`src/rtl/regfile_scoreboard.sv`:
```
// Y86-64 register file: two combinational read ports, two write-back ports,
// write-to-read bypass and a per-register pending-write scoreboard.
// The scoreboard lets decode detect RAW hazards and stall.
module regfile_scoreboard #(
  parameter int                 DATA_WID   = 64,
  parameter int                 ADDR_WID   = 4,
  parameter int                 NUM_OF_REG = 15,
  parameter int                 RNONE      = 15,
  parameter int                 RSP_IDX    = 4,
  parameter logic [DATA_WID-1:0] RSP_INIT  = DATA_WID'(64),
  parameter int                 PEND_W     = 2
) (
  input  logic                CLK,
  input  logic                RST,
  input  logic [ADDR_WID-1:0] srcA,
  input  logic [ADDR_WID-1:0] srcB,
  output logic [DATA_WID-1:0] valA,
  output logic [DATA_WID-1:0] valB,
  output logic                busyA,
  output logic                busyB,
  input  logic [ADDR_WID-1:0] destE,
  input  logic [DATA_WID-1:0] valE,
  input  logic [ADDR_WID-1:0] destM,
  input  logic [DATA_WID-1:0] valM,
  input  logic                issue_valid,
  input  logic [ADDR_WID-1:0] issue_dstE,
  input  logic [ADDR_WID-1:0] issue_dstM,
  output logic                issue_ready
);

  // Counter arithmetic is done two bits wider and signed so that
  // cnt + inc - dec can be checked for both overflow and underflow.
  localparam int CW = PEND_W + 2;
  localparam logic signed [CW-1:0]       CMAX   = CW'((1 << PEND_W) - 1);
  localparam logic [ADDR_WID-1:0]        NREG_A = ADDR_WID'(NUM_OF_REG);
  localparam logic [ADDR_WID-1:0]        NONE_A = ADDR_WID'(RNONE);

  logic [DATA_WID-1:0]   r_reg [NUM_OF_REG];
  logic [PEND_W-1:0]     r_cnt [NUM_OF_REG];

  logic                  w_we_e;
  logic                  w_we_m;
  logic                  w_ovf;
  logic                  w_accept;
  logic [NUM_OF_REG-1:0] w_busy_reg;
  logic signed [CW-1:0]  w_after_dec [NUM_OF_REG];
  logic signed [CW-1:0]  w_need      [NUM_OF_REG];
  logic [PEND_W-1:0]     w_cnt_nxt   [NUM_OF_REG];

  // Number of the two indices (0..2) that name register r.
  function automatic logic [1:0] count_hits(input logic [ADDR_WID-1:0] a,
                                            input logic [ADDR_WID-1:0] b,
                                            input logic [ADDR_WID-1:0] r);
    count_hits = {1'b0, (a == r)} + {1'b0, (b == r)};
  endfunction

  function automatic logic signed [CW-1:0] ext_hits(input logic [1:0] h);
    ext_hits = $signed({{(CW-2){1'b0}}, h});
  endfunction

  function automatic logic signed [CW-1:0] ext_cnt(input logic [PEND_W-1:0] c);
    ext_cnt = $signed({2'b00, c});
  endfunction

  // A negative net result is a write-back with nothing pending: hold at zero.
  function automatic logic [PEND_W-1:0] clamp_cnt(input logic signed [CW-1:0] v);
    clamp_cnt = v[CW-1] ? '0 : v[PEND_W-1:0];
  endfunction

  assign w_we_e = (destE != NONE_A) && (destE < NREG_A);
  assign w_we_m = (destM != NONE_A) && (destM < NREG_A);

  // Per-register scoreboard view: pending after this cycle's write-backs,
  // projected count if the offered issue were taken, and overflow detection.
  always_comb begin
    w_ovf = 1'b0;
    for (int i = 0; i < NUM_OF_REG; i++) begin
      w_after_dec[i] = ext_cnt(r_cnt[i]) - ext_hits(count_hits(destE, destM, ADDR_WID'(i)));
      w_need[i]      = w_after_dec[i] + ext_hits(count_hits(issue_dstE, issue_dstM, ADDR_WID'(i)));
      w_busy_reg[i]  = !w_after_dec[i][CW-1] && (w_after_dec[i] != '0);
      if (w_need[i] > CMAX) w_ovf = 1'b1;
    end
  end

  assign issue_ready = !w_ovf;
  assign w_accept    = issue_valid && !w_ovf;

  // Next counter value: the issue increment only counts when accepted.
  always_comb begin
    for (int i = 0; i < NUM_OF_REG; i++) begin
      w_cnt_nxt[i] = w_accept ? clamp_cnt(w_need[i]) : clamp_cnt(w_after_dec[i]);
    end
  end

  // Read port A: stored data, overridden by same-cycle write-back (M beats E).
  always_comb begin
    valA  = '0;
    busyA = 1'b0;
    for (int i = 0; i < NUM_OF_REG; i++) begin
      if (srcA == ADDR_WID'(i)) begin
        valA  = r_reg[i];
        busyA = w_busy_reg[i];
      end
    end
    if (srcA < NREG_A) begin
      if (srcA == destM)      valA = valM;
      else if (srcA == destE) valA = valE;
    end
  end

  // Read port B: identical to port A.
  always_comb begin
    valB  = '0;
    busyB = 1'b0;
    for (int i = 0; i < NUM_OF_REG; i++) begin
      if (srcB == ADDR_WID'(i)) begin
        valB  = r_reg[i];
        busyB = w_busy_reg[i];
      end
    end
    if (srcB < NREG_A) begin
      if (srcB == destM)      valB = valM;
      else if (srcB == destE) valB = valE;
    end
  end

  // Register and counter update; M is assigned last so it wins a tie with E.
  always_ff @(posedge CLK) begin
    if (RST) begin
      for (int i = 0; i < NUM_OF_REG; i++) begin
        r_reg[i] <= (i == RSP_IDX) ? RSP_INIT : '0;
        r_cnt[i] <= '0;
      end
    end else begin
      for (int i = 0; i < NUM_OF_REG; i++) begin
        if (w_we_e && (destE == ADDR_WID'(i))) r_reg[i] <= valE;
        if (w_we_m && (destM == ADDR_WID'(i))) r_reg[i] <= valM;
        r_cnt[i] <= w_cnt_nxt[i];
      end
    end
  end

endmodule

```
`config.mk`:
```
export PLATFORM = sky130hd
export DESIGN_NAME = regfile_scoreboard
export DESIGN_NICKNAME = d
export VERILOG_FILES = /design/src/rtl/regfile_scoreboard.sv
export SDC_FILE = /design/constraint.sdc
export NUM_CORES = 2
export LEC_CHECK = 0
export ABC_AREA = 1
export CAP_MARGIN = 20
export CELL_PAD_IN_SITES_DETAIL_PLACEMENT = 0
export CELL_PAD_IN_SITES_GLOBAL_PLACEMENT = 1
export CORE_MARGIN = 4
export CORE_UTILIZATION = 25
export CTS_CLUSTER_DIAMETER = 150
export CTS_CLUSTER_SIZE = 20
export DETAILED_ROUTE_END_ITERATION = 7
export GPL_ROUTABILITY_DRIVEN = 0
export PLACE_DENSITY = 0.6
export SYNTH_ARGS = -nofsm -noshare
export SYNTH_HDL_FRONTEND = slang
export SYNTH_SLANG_ARGS = --single-unit
```
`constraint.sdc`:
```
create_clock -name CLK -period 11.1 [get_ports CLK]
set_input_delay 2.22 -clock CLK [delete_from_list [all_inputs] [get_ports CLK]]
set_output_delay 2.22 -clock CLK [all_outputs]
set_load 0.1 [all_outputs]
```
# Word level (Yosys, flattened, before mapping)
# Memories as Yosys holds them, arrays and structs flattened.
# Cells that the tools add are included.
[classes]
bitwise = 45
order_cmp = 19
n_eq_ne = 90
addsub = 60
shifts = 0
muxes = 264
div = 0
reduce_logical = 85
n_mul = 0
[ops]
columns = ["op", "n"]
rows = [
  ["$mux W64", 66],
  ["$eq A4 B4 Y1 const B", 42],
  ["$mux W1", 138],
  ["$mux W2", 60],
  ["$eq A4 B3 Y1 const B", 24],
  ["$add A1 B1 Y2", 30],
  ["$add A3 B3 Y4", 15],
  ["$gt A4 B3 Y1 const B", 15],
  ["$reduce_bool A4 Y1", 15],
  ["$eq A4 B2 Y1 const B", 12],
  ["$logic_and A1 B1 Y1", 48],
  ["$or A1 B1 Y1", 45],
  ["$sub A2 B2 Y3", 15],
  ["$eq A4 B1 Y1 const B", 6],
  ["$logic_not A4 Y1", 6],
  ["$eq A4 B4 Y1", 4],
  ["$logic_not A1 Y1", 16],
  ["$lt A4 B4 Y1 const B", 4],
  ["$ne A4 B4 Y1 const B", 2],
]
[totals]
n_memories = 2
input_bits = 155
ff_bits = 0
ramBits = 990
rom_bits = 0
output_inout_bits = 131
latch_bits = 0
[mem_list]
columns = ["memory", "depth", "width", "read_ports", "rd_clocked_by_memory_dff", "wr", "line_no", "text"]
rows = [
  ["r_reg", 15, 64, 15, 0, 15, "38", "logic [DATA_WID-1:0] r_reg [NUM_OF_REG];"],
  ["r_cnt", 15, 2, 15, 0, 15, "39", "logic [PEND_W-1:0] r_cnt [NUM_OF_REG];"],
]

# Depth between registers and ports, before layout
[depth]
ltp_word = 24
mapped_depth = 25

# Least setup slack after synthesis
# OpenSTA, ideal clock, no wires.
[synth_path]
kind = "in2out"
startpoint = "input destE[0]"
endpoint = "output issue_ready"
path_stages = 18
arrival_ns = 5.616
path_slack_ns = 3.264
n_path_buf = 1
cell_sequence = "clkbuf_1 > nor2_1 > nand2_1 > fa_1 > inv_1 > ha_1 > nor2_1 > inv_1 > ha_1 > inv_1 > ha_1 > nand2_1 > nand2_1 > nor2_1 > a21oi_1 > nor3_1 > nand4_1 > nor2_2"
[synth_via]
elab_chain_len = 21
[synth_rtl]
columns = ["item", "line_no", "text"]
rows = [
  ["start, declared", "21", "input logic [ADDR_WID-1:0] destE,"],
  ["$logic_not A4 Y1", "54", "count_hits = {1'b0, (a == r)} + {1'b0, (b == r)};"],
  ["$add A1 B1 Y2", "54", ""],
  ["$sub A2 B2 Y3", "78", "w_after_dec[i] = ext_cnt(r_cnt[i]) - ext_hits(count_hits(destE, destM, ADDR_WID'(i)));"],
  ["$add A3 B3 Y4", "79", "w_need[i] = w_after_dec[i] + ext_hits(count_hits(issue_dstE, issue_dstM, ADDR_WID'(i)));"],
  ["$gt A4 B3 Y1", "81", "if (w_need[i] > CMAX) w_ovf = 1'b1;"],
  ["$mux W1 (14 in series)", "81", ""],
  ["$mux W1 *", "81", ""],
  ["$logic_not A1 Y1 *", "85", "assign issue_ready = !w_ovf;"],
  ["end, declared", "28", "output logic issue_ready"],
]
# Mark *: on every way between the ends. The rest lies on a longest branch, timed or not.

# Worst setup path in the final report
[layout_path]
startpoint = "input srcB[1]"
endpoint = "output valB[18]"
[layout_via]
elab_chain_len = 19
[layout_rtl]
columns = ["item", "line_no", "text"]
rows = [
  ["start, declared", "16", "input logic [ADDR_WID-1:0] srcB,"],
  ["$logic_not A4 Y1", "116", "if (srcB == ADDR_WID'(i)) begin"],
  ["$mux W64 (15 in series)", "116", ""],
  ["$mux W64", "123", "else if (srcB == destE) valB = valE;"],
  ["$mux W64", "122", "if (srcB == destM) valB = valM;"],
  ["$mux W64 *", "121", "if (srcB < NREG_A) begin"],
  ["end, declared", "18", "output logic [DATA_WID-1:0] valB,"],
]
# Marked as above.

==> results_dict.tcl <==
set metrics [dict create \
    synth.distinct_cells 36 \
    cts-root-buf "clkbuf_16" \
    outcome "completed" \
    vdd_drop_max_mv 0.135 \
    hp-start "r_cnt[0][7]$_SDFF_PP0_" \
    grt_pass1_vias 61000 \
    path_max_fanout 58 \
    p_clk_share_pct 23.5 \
    cts.sinks 990 \
    slowest_delay_ps 1190 \
    drt_iter0_drc 11900 \
    crit_family "buffers and inverters" \
    reg2reg_depth 20 \
    vias 67100 \
    crit_arrival_ps 7540 \
    die_height_um 511 \
    ys_seq_area_share_pct 46.6 \
    cts_buffers 55 \
    grt_start_max_net_pins 129 \
    routed_wl_um 382000 \
    first_pass_iters 7 \
    syn_to_final_growth_pct 12.1 \
    grt_use_total_pct 27.8 \
    slew_headroom_pct 19.6 \
    p_int_mw 6.01 \
    cp.required_ps 8880 \
    rrSetupSlack_ps 7000 \
    grt-ovfl-total 0 \
    fin_nets 8210 \
    p_sw_mw 3.98 \
    avgSynthCellArea_um2 7.75 \
    clk_pin_slew_ps 110 \
    swShare_pct 39.9 \
    core_um2 251000 \
    drcViolationCount 0 \
    fin_tns_setup_ps 0 \
    viasPerCell 5.92 \
    p_leak_nw 26.3 \
    antenna_found_initial 71 \
    start_util_pct 25.1 \
    setup_violations 0 \
    rows 184 \
    min_period_ps 9760 \
    cp-end-kind "primary output" \
    timing.final.crit_share_pct 87.9 \
    fmax_mhz 102 \
    min_path_cells 3 \
    slowest_stage "clkdlybuf4s50_1" \
    htreeDepth 2 \
    grt_pass1_wl_um 514000 \
    clk_path_buf_depth 3 \
    syn_area_um2 63200 \
    p_per_area_nw_per_um2 141 \
    rsz0062_at_grt "no" \
    ant_nets 0 \
    port_buffers 285 \
    worst_pin_slew_ps 1200 \
    crit-reg2reg-capture "r_cnt[0][13]$_SDFF_PP0_" \
    seq_power_share_pct 46.5 \
    skew_ps 11.7 \
    syn_nets 8420 \
    comb_power_share_pct 30.0 \
    cts_hold_repair.buffers 0 \
    syn-instance-count 8158 \
    cp-start-kind "input port" \
    slew_violations 0 \
    ctsResizeCount 0 \
    cts_tree "built" \
    clock_latency_ps 750 \
    path_class "in -> out" \
    hold_end "r_cnt[0][7]$_SDFF_PP0_" \
    critPathMostFrequentCell "nand2_1" \
    crit_chain "clkdlybuf4s50_1 -> inv_2 -> nor2_2 -> nand2_1 -> inv_2 -> buf_12 -> nand2_1 -> nand4_1 -> nor2_1 -> nand4_1 -> nand2_1 -> a21oi_1 -> clkdlybuf4s50_1" \
    n_fill_cell 27000 \
    ioPinCount 286 \
    finalHoldViolCount 0 \
    post_cts_buffers 0 \
    die-area_um2 261000 \
    dpl.hpwl_um 240000 \
    die_w_um 511 \
    min_path_type "reg -> reg" \
    yosysWarnings 0 \
    largest_register_ffs 960 \
    worst-path-buf-inv 5 \
    cp.depth 13 \
    drive_above_1_share_pct 6.33 \
    cap_viol_max_count 0 \
    wire_per_inst_um 33.7 \
    reg2reg_from "r_cnt[1][12]$_SDFF_PP0_" \
    yosys_register_bits 990 \
    fin_util_pct 28.2 \
]
## final cells by class
class | count | area, µm² | area share [%]
inverters | 686 | 2600 | 3.67
diodes | 28 | 70.1 | 0.0989
clock inverters | 4 | 38.8 | 0.0547
flip-flops and latches | 990 | 29400 | 41.5
repair buffers | 472 | 4300 | 6.07
clock buffers | 66 | 1440 | 2.03
multi-input cells | 5743 | 28800 | 40.6
well taps | 3348 | 4190 | 5.91
## layer usage
| layer | wire length (µm) | part of all wire (%) | track usage (%) |
|---|---|---|---|
| met3 | 54500 | 14 | 8.95 |
| met5 | 328 | 0.086 | 0 |
| met1 | 153000 | 40 | 37.9 |
| met2 | 153000 | 40 | 39.4 |
| met4 | 21100 | 5.5 | 13.2 |
## stage by stage
| stage | area (µm²) | hold slack, ps | cells | setup slack (ps) | power [mW] |
|---|---|---|---|---|---|
| final | 70900 | 637 | 11300 | 1340 | 9.99 |
| after global routing | 70800 | 687 | 11300 | 1410 | 10.2 |
| after CTS | 70800 | 653 | 11300 | 1690 | 9.90 |
| after detailed placement | 69300 | 626 | 11200 | 1700 | 7.63 |
| after global placement | 69300 | 608 | 11200 | 1710 | 7.61 |
| after floorplan | 63200 | 591 | 8158 | 3260 | 6.48 |
## cells in the final DEF, fill, tap and decap left out, drive strengths merged, types with 11 or more instances in the layout
cell,Yosys,layout
a211oi,190,190
a21oi,747,747
a31oi,323,323
buf,188,260
clkbuf,551,66
clkdlybuf4s50,0,212
clkinv,29,45
dfxtp,30,30
diode,0,28
edfxtp,960,960
fa,30,30
ha,77,77
inv,657,645
nand2,1851,1851
nand3,316,316
nand4,344,344
nor2,1016,1016
nor3,13,13
o21ai,332,332
o22ai,390,390
or2,72,72
xnor2,11,11
xor2,13,13
## worst register-to-register path: cells and delay by family (launching register included)
family	cells	cell delay, ps
AOI/OAI and AO/OA	1	70
adders and majority gates	4	1320
buffers and inverters	5	1000
DFF	1	330
and+or+nand+nor	10	1300
## power groups by stage
stage	clock (mW)	sequential [mW]	combinational, mW
after global placement	0	4.71	2.90
after global routing	2.45	4.68	3.11
after CTS	2.34	4.63	2.92
final	2.35	4.64	3.00
after floorplan	0	4.68	1.80
after detailed placement	0	4.72	2.91
## kinds of logic (layout without fill, tap and decap cells)
kind of cell	Yosys count	count (layout)	synth area share, %
XOR/XNOR	24	24	0.333
adder cells (fa/ha/maj)	107	107	2.47
AND/OR/NAND/NOR	3614	3614	23.8
buffers and inverters	1425	1228	8.72
flip-flops	990	990	46.6
AO/OA/AOI/OAI	1998	1998	18.1
other	0	28	0
## Yosys cell counts (all sizes together)
master,n,share of area [%]
a21oi,747,5.9
xnor2,11,0.15
o21ai,332,2.6
nand2,1851,11
ha,77,1.5
a22oi,8,0.095
a22o,2,0.028
nand3,316,2.5
a31oi,323,3.2
clkbuf,551,3.3
nand3b,2,0.024
buf,188,1.4
dfxtp,30,0.95
edfxtp,960,46
nor2,1016,6.1
xor2,13,0.18
inv,657,3.9
o211a,5,0.079
o211ai,1,0.012
nor3,13,0.10
clkinv,29,0.17
nand4,344,3.4
or2,72,0.71
o22ai,390,3.9
fa,30,0.95
a211oi,190,2.3
## how the worst max path moves through the flow
stage	start	endpoint	slack [ps]
2_1_floorplan	destE[0]	issue_ready	3260
3_3_place_gp	srcB[1]	valB[18]	1710
3_5_place_dp	srcB[1]	valB[18]	1700
4_1_cts	srcB[1]	valB[18]	1690
5_1_grt	srcB[1]	valB[54]	1410
6_report	srcB[1]	valB[18]	1340
No activity file was read; power rests on OpenSTA's default activity.
